`src/rtl/cla_pipe_adder.sv`:
```
// cla_pipe_adder: pipelined carry-lookahead adder/subtractor, one GROUP-bit slice per stage
module cla_pipe_adder #(
  parameter int WIDTH = 32,
  parameter int GROUP = 4
) (
  input  logic             clk,
  input  logic             rst,
  input  logic             in_valid,
  output logic             in_ready,
  input  logic [WIDTH-1:0] in_a,
  input  logic [WIDTH-1:0] in_b,
  input  logic             in_cin,
  input  logic             in_sub,
  output logic             out_valid,
  input  logic             out_ready,
  output logic [WIDTH-1:0] out_sum,
  output logic             out_cout,
  output logic             out_ovf
);
  localparam int NG = WIDTH / GROUP;
  localparam int RW = 2 * GROUP + 1;

  if (GROUP < 1 || GROUP > 8 || WIDTH % GROUP != 0) begin : g_bad_params
    $error("cla_pipe_adder: WIDTH must be a multiple of GROUP and GROUP must be in 1..8");
  end

  // One slice of two-level lookahead: returns {carries c[GROUP:0], sum bits}
  function automatic logic [RW-1:0] cla_slice(input logic [GROUP-1:0] a, input logic [GROUP-1:0] b,
                                               input logic ci);
    logic [GROUP-1:0] p, g;
    logic [GROUP:0] c;
    logic t;
    p = a ^ b;
    g = a & b;
    c = '0;
    c[0] = ci;
    for (int i = 0; i < GROUP; i++) begin
      t = ci;
      for (int j = 0; j <= i; j++) t = t & p[j];
      c[i+1] = t;
      for (int j = 0; j <= i; j++) begin
        t = g[j];
        for (int m = j + 1; m <= i; m++) t = t & p[m];
        c[i+1] = c[i+1] | t;
      end
    end
    return {c, p ^ c[GROUP-1:0]};
  endfunction

  logic [NG-1:0]    v_q, v_d, c_q, c_d;
  logic [WIDTH-1:0] a_q [NG];
  logic [WIDTH-1:0] a_d [NG];
  logic [WIDTH-1:0] b_q [NG];
  logic [WIDTH-1:0] b_d [NG];
  logic [WIDTH-1:0] s_q [NG];
  logic [WIDTH-1:0] s_d [NG];
  logic [RW-1:0]    r   [NG];
  logic             out_v_q, out_v_d, cout_q, cout_d, ovf_q, ovf_d;
  logic [WIDTH-1:0] sum_q, sum_d;
  logic             adv;

  assign adv       = !out_v_q || out_ready;
  assign in_ready  = adv;
  assign out_valid = out_v_q;
  assign out_sum   = sum_q;
  assign out_cout  = cout_q;
  assign out_ovf   = ovf_q;

  // Subtraction is folded in at entry: invert B and force the carry-in
  assign v_d[0] = in_valid;
  assign a_d[0] = in_a;
  assign b_d[0] = in_sub ? ~in_b : in_b;
  assign c_d[0] = in_sub | in_cin;
  assign s_d[0] = '0;

  // Stage k resolves slice k; unresolved operand bits ride along (skew) and
  // resolved sum bits accumulate (deskew) so a whole result leaves together
  for (genvar k = 0; k < NG; k++) begin : g_stage
    assign r[k] = cla_slice(a_q[k][k*GROUP +: GROUP], b_q[k][k*GROUP +: GROUP], c_q[k]);
    if (k > 0) begin : g_link
      assign v_d[k] = v_q[k-1];
      assign a_d[k] = a_q[k-1];
      assign b_d[k] = b_q[k-1];
      assign c_d[k] = r[k-1][RW-1];
      assign s_d[k] = s_q[k-1] | (WIDTH'(r[k-1][GROUP-1:0]) << ((k - 1) * GROUP));
    end
  end

  // Output register only reloads on a real result so cout/ovf keep their last value
  always_comb begin
    out_v_d = v_q[NG-1];
    sum_d   = v_q[NG-1] ? s_q[NG-1] | (WIDTH'(r[NG-1][GROUP-1:0]) << ((NG - 1) * GROUP)) : sum_q;
    cout_d  = v_q[NG-1] ? r[NG-1][RW-1] : cout_q;
    ovf_d   = v_q[NG-1] ? r[NG-1][RW-1] ^ r[NG-1][RW-2] : ovf_q;
  end

  // Whole pipe advances together or holds together on a downstream stall
  always_ff @(posedge clk) begin
    if (rst) begin
      v_q     <= '0;
      c_q     <= '0;
      a_q     <= '{default: '0};
      b_q     <= '{default: '0};
      s_q     <= '{default: '0};
      out_v_q <= 1'b0;
      sum_q   <= '0;
      cout_q  <= 1'b0;
      ovf_q   <= 1'b0;
    end else if (adv) begin
      v_q     <= v_d;
      c_q     <= c_d;
      a_q     <= a_d;
      b_q     <= b_d;
      s_q     <= s_d;
      out_v_q <= out_v_d;
      sum_q   <= sum_d;
      cout_q  <= cout_d;
      ovf_q   <= ovf_d;
    end
  end
endmodule

```
`config.mk`:
```
export PLATFORM = sky130hd
export DESIGN_NAME = cla_pipe_adder
export DESIGN_NICKNAME = d
export VERILOG_FILES = /design/src/rtl/cla_pipe_adder.sv
export SDC_FILE = /design/constraint.sdc
export NUM_CORES = 1
export LEC_CHECK = 0
export ABC_CLOCK_PERIOD_IN_PS = 2700
export BUFFER_PORTS_ARGS = -buffer_cell sky130_fd_sc_hd__clkbuf_2
export CELL_PAD_IN_SITES_DETAIL_PLACEMENT = 1
export CELL_PAD_IN_SITES_GLOBAL_PLACEMENT = 1
export CORE_AREA = 3 3 192 213
export CTS_BUF_LIST = sky130_fd_sc_hd__clkbuf_16
export CTS_CLUSTER_DIAMETER = 60
export DETAILED_ROUTE_END_ITERATION = 8
export DIE_AREA = 0 0 195 216
export PLACE_DENSITY_LB_ADDON = 0.1
export SLEW_MARGIN = 10
export SYNTH_ARGS = -nofsm -noshare
export SYNTH_HDL_FRONTEND = slang
export SYNTH_SLANG_ARGS = --single-unit
```
`constraint.sdc`:
```
create_clock -name clk -period 2.7 [get_ports clk]
set_clock_uncertainty 0.1 [all_clocks]
set_input_delay 0.405 -clock clk [delete_from_list [all_inputs] [get_ports clk]]
set_output_delay 0.405 -clock clk [all_outputs]
set_load 0.05 [all_outputs]
```
==> impl_results.md, run 1 <==
* Fin nets at 2300
* P_sw at 3.04 mW
* Routed vias/inst at 5.14
* Diode count at 0
* Peak supply drop at 0.485 mV
* Pin count of the biggest net entering global routing at 131
* Port buffer count at 105
* FF+latch count, synth at 451
* WHS Endpoint: b_d[193]
* Yosys top cell by area: dfxtp_1
* Final critical-path setup slack at 0.534 ns
* Die Width at 195 um
* Area share of the leading cell type in the synthesized netlist at 0.520
* Post CTS Setup Buffer Count at 0
* Cell Area, Placed at 18100 um2
* Worst skew pair latency at 0.56 ns
* Total power draw at 13.7 mW
* Mapped Nets at 2237
* Clock Pin Slew Worst Setup and Hold Paths at 0.06 ns
* Routed wire length at 41100 um
* Die height at 216 um
* Sw Share at 0.222
* Cts bufs inserted at 49
* Routability Congestion at 0.718
* Via count at 14000
* YS warnings at 0
* DR WL/cell at 15.1 um
* Clock tree buffer depth at 3
* FF-to-FF Start: out_valid
* Initial Utilization at 0.446
* Vias in the first global route at 14300
* Dpl hpwl at 25000 um
* RSZ-0062 raised after global routing: false
* Status: finished clean
* Critical path type: flop to output pin
* Least-Margin Pin Slew at 1.01 ns
* Comb pwr share at 0.043
* Leading post-synthesis cells by cell area: dfxtp_1, nand2_1, a21oi_1, ha_1, buf_2
* Final hold violation count at 0
* Syn_area_per_cell at 8.20 um2
* Pwr Density at 687 nW/um2
* Synth-to-layout area growth at 14.8%
* Max-cap check violation count at 0
* Die ar. at 42100 um2
* Critical path data required time at 2.19 ns
* Clock Power Share at 0.451
* Initial antenna violation count at 0
* I/O pins at 106
* Root buf cell: clkbuf_16
* Register share of total power at 0.507
* Slew margin rel. at 0.327
* CTS tree: done
* Crit Path Max Fanout at 108
* Row cnt at 76
* Mapped Cells at 2119
* CP endpoint kind: output pin
* H-tree levels at 2
* R2R Setup Slk at 0.72 ns
* Hold Crit Start: in_b[1]
* DRT iter0 DRCs at 576
* Setup_tns at 0 ns
* Int Pwr at 10.7 mW
* Min-Delay Path Class: primary input to flop
* Post-synthesis cell type count at 34
* Worst Hold Depth at 3
* Final setup vio count at 0
* FF-to-FF End: b_d[210]
* Cell Area, Synth at 17400 um2
* Pre-Repair DR Iteration Count at 4
* Core Region at 39000 um2
* P_leak at 7.61 nW
* Post-route cell area at 19900 um2
* Worst Path Arrival at 1.66 ns
* First-pass GRT wire length at 70100 um
* Clock Sinks at 451
* CP Launch Type: flop
* Global route total overflow at 0
* Fin crit share at 0.802
* Share of post-route cells with drive strength above 1 at 0.0924
* Total track usage at 0.194
* Minimum clock period after layout at 2.17 ns
* R2R cell count at 5
* DP Worst Slack at 0.623 ns
* # DRC at 0
* Fin. max-slew vios at 0
* Register area share after synthesis at 0.520
* FMAX at 462 MHz
* Post-route ant nets at 0
-- synthesized netlist by cell type (all sizes together) --
library cell	count
or4	14
buf	123
dfxtp	451
nand2b	15
ha	40
a21oi	389
o21a	8
o2111ai	2
xnor2	39
nand3	44
nand4b	2
a311oi	1
clkbuf	42
o221ai	1
xor2	1
nor3	2
o311ai	1
a221oi	7
nor2	64
o211a	8
fa	8
o211ai	15
nand2	711
a211oi	42
a21o	8
nor2b	2
nand3b	14
inv	26
o21ai	39
-- what timing repair did --
item,in CTS,in global routing
hold buffers,33,0
endpoints found under the hold margin,33,0
gates resized for setup,0,0
-- area by class of cell --
type                       instances  area [um2]
timing repair buffer             177        1340
sequential                       451        9030
clock buffer                      49        1230
clock inverter                    38         236
multi-input combinational       1477        7370
inverter                          26         114
tap                              507         634
fill                            4675       19000
-- worst max-delay path by stage --
stage | startpoint | endpoint | depth (start not counted)
after detailed placement | out_ready | c_q[0] | 6
after global placement | out_ready | c_q[2] | 6
after global routing | out_valid | in_ready | 3
after CTS | out_valid | in_ready | 3
after floorplan | out_valid | in_ready | 5
final | out_valid | in_ready | 3
-- layout by cell type (no fill, tap or decap), drive strengths merged, types with 14 or more instances in the layout --
cell,instances
nand3,44
o211ai,15
a21oi,389
nand2b,15
xnor2,39
dlygate4sd3,33
inv,45
o21ai,39
dfxtp,451
buf,41
nand2,711
clkbuf,152
a211oi,42
nor2,64
ha,40
clkinv,15
or4,14
nand3b,14
-- stage by stage --
stage | utilization | hold slack, ns | instances
finish | 0.512 | 0.0383 | 2725
detailed placement | 0.466 | 0.344 | 2605
floorplan | - | 0.332 | 2119
global placement | 0.466 | 0.338 | 2605
CTS | 0.512 | 0.00314 | 2725
global route | 0.512 | 0.0306 | 2725
-- cell families after synthesis --
kind of cell,share of synthesized area
compound gates,0.166
flops,0.520
simple gates,0.200
xor+xnor,0.0202
fa+ha+maj,0.0380
buf+inv,0.0561
-- routing by layer --
layer | vias to the layer above | GRT usage | part of all wire
met5 | - | 0 | 0
met4 | 0 | 0.0547 | 0.021
met1 | 6700 | 0.249 | 0.47
met2 | 129 | 0.340 | 0.49
met3 | 60 | 0.0284 | 0.025
li1 | 7123 | - | -
-- state kept, by name, indices dropped and copies added, names as in the netlist --
name	count
a_d	140
b_d	140
s_q	112
out_sum	32
c_q	8
v_q	8
a_q	4
b_q	4
out_cout	1
out_ovf	1
out_valid	1
-- worst max-delay path: stages, from the launching register on --
cell,delay [ns]
dfxtp_1,0.34
nor2b_4,0.30
inv_16,0.20
buf_12,0.22
-- power groups by stage --
stage / sequential, mW / clock, mW / combinational (mW)
4_1_cts: 6.95 / 6.37 / 0.596
3_5_place_dp: 7.09 / 0 / 0.554
2_1_floorplan: 7.06 / 0 / 0.371
5_1_grt: 6.97 / 6.67 / 0.668
6_report: 6.95 / 6.18 / 0.583
3_3_place_gp: 7.09 / 0 / 0.536
(Power assumes the default switching activity.)
==> run 2, diff against run 1 <==
Settings changed: ABC_CLOCK_PERIOD_IN_PS 2700 to 1910, CORE_AREA 3 3 192 213 to 3 3 201 222, DIE_AREA 0 0 195 216 to 0 0 204 225.
Clock period 2.7 ns to 1.91 ns, I/O delays scaled along.
==> run 2 against run 1 <==
Effect of this change:
- routed wire length grew 8.3%
- total power grew 42%
- sequential share of layout area shrank 1.7 points
- critical path type is now flop to flop
- largest power group unchanged
- clock power grew 41%
- clock-buffer cell count is the same
- final cell count grew 4.7%
- critical path depth grew 3
- flip-flop and latch count is the same
==> impl_results.md, run 2 (same netlist as run 1, synthesis figures left out) <==
* Commonest non-fill, non-tap cell in the layout: nand2_1
* DRT iter0 DRCs at 598
* # DRC at 0
* Peak supply drop at 0.618 mV
* Clock Sinks at 451
* Routed vias/inst at 5.00
* Fill cells at 5115
* Pin count of the biggest net entering global routing at 97
* Status: finished clean
* Worst skew pair latency at 0.57 ns
* RSZ-0062 raised after global routing: true
* Total track usage at 0.194
* Clock Pin Slew Worst Setup and Hold Paths at 0.06 ns
* Dpl hpwl at 27200 um
* Critical path type: flop to flop
* CP endpoint kind: flop
* CTS tree: done
* Root buf cell: clkbuf_16
* Min-Delay Path Class: primary input to flop
* Cell Area, Placed at 18500 um2
* I/O pins at 106
* First-pass GRT wire length at 74000 um
* Share of post-route cells with drive strength above 1 at 0.110
* Minimum clock period after layout at 1.88 ns
* Initial Utilization at 0.410
* Global route total overflow at 0
* Port buffer count at 105
* Vias in the first global route at 14600
* Die ar. at 45900 um2
* Critical path data required time at 2.31 ns
* Pre-Repair DR Iteration Count at 4
* Met2 wire len at 22000 um
* Crit Path Max Fanout at 25
* Total power draw at 19.4 mW
* Least-Margin Pin Slew at 0.545 ns
* Crit-path leading delay family: simple AND/OR/NAND/NOR gates
* CP peak stage delay at 0.53 ns
* FMAX at 531 MHz
* Initial antenna violation count at 0
* Die Width at 204 um
* Synth-to-layout area growth at 19.4%
* H-tree levels at 2
* Met1 wire length at 20600 um
* Fin crit share at 0.986
* Worst Path Arrival at 2.29 ns
* Core Region at 42400 um2
* R2R Setup Slk at 0.03 ns
* Fin nets at 2370
* Post-route cell area at 20700 um2
* CP max-delay cell: or4_1
* Diode count at 0
* Routed wire length at 44500 um
* Routability Congestion at 0.744
* Row cnt at 79
* DR top layer: met4
* Post-route ant nets at 0
* Via count at 14200
* Slew margin rel. at 0.637
* Most frequent cells in the layout: nand2_1, dfxtp_1, a21oi_1, clkbuf_2, dlygate4sd3_1
* Critical-path cell list: nor2b_4 > buf_12 > buf_4 > bufbuf_16 > or4_1 > nand3_1
* Met3 WL at 1170 um
* Final hold violation count at 0
* P_leak at 7.95 nW
* Max-cap check violation count at 0
* Final setup vio count at 0
* Cts bufs inserted at 48
* Pwr Density at 936 nW/um2
* DR WL/cell at 15.6 um
* Fin. max-slew vios at 0
* Crit path buffers/inverters at 3
* CP Launch Type: flop
* Clock tree buffer depth at 3
* Die height at 225 um
[run 2: cell count changes in the layout (fill, tap and decap cells not counted), moves of 5 or more]
cell,before,now
buf_12,14,19
inv_1,43,35
dlygate4sd3_1,33,65
buf_4,26,53
[run 2: worst reg2reg max path, cell delays in order, from the launching register on]
cell and delay (ns):
dfxtp_2 0.31, nor2b_4 0.14, buf_12 0.14, buf_4 0.19, bufbuf_16 0.33, or4_1 0.53, nand3_1 0.09
[run 2: cell type report]
type / count / area [um2] / area share
repair buffers: 245 / 2040 / 0.0984
multi-input cells: 1477 / 7370 / 0.355
repair inverters: 3 / 26.3 / 0.00127
clock inverters: 34 / 221 / 0.0107
clock buffers: 49 / 1230 / 0.0591
inverters: 26 / 114 / 0.00549
flip-flops and latches: 451 / 9030 / 0.436
well taps: 567 / 709 / 0.0342
[run 2: worst paths after layout]
path | startpoint | endpoint | cells after the start
worst max-delay path | out_valid | s_q[27] | 6
worst min-delay path | in_cin | c_q[0] | 3
worst min register to register | s_q[49] | s_q[49] | 2
worst max register to register | out_valid | s_q[27] | 6
[run 2: repair_timing]
item                                   CTS  global route
hold buffers                            65             0
pin swaps                                0             0
setup endpoints to repair                1            13
endpoints found under the hold margin   65             0
resized for setup                        2             6
buffers inserted                         1             1
cloned                                   4             0
[run 2: per-stage QoR]
step                      setup TNS (ns)  hold WS, ns  std cells  setup WS, ns   util
after floorplan                        0        0.327       2119         0.109      -
after global placement                 0        0.338       2698         0.117  0.437
after detailed placement               0        0.345       2698        0.0733  0.437
after CTS                        -0.0169      0.00170       2851       -0.0169  0.489
after global routing             -0.0597       0.0455       2852       -0.0231  0.489
final                                  0       0.0490       2852        0.0269  0.489
[run 2: where the power goes]
part	internal, mW	switching, mW	total, mW	leakage (nW)
Sequential	9.68	0.139	9.82	3.67
Clock	5.01	3.71	8.72	0.752
Combinational	0.421	0.462	0.882	3.52
Total	15.1	4.31	19.4	7.95
[run 2: per-layer routing]
metal	up-vias	track usage
li1	7279	-
met1	6800	0.246
met2	113	0.346
met3	55	0.0277
met4	0	0.0506
met5	-	0
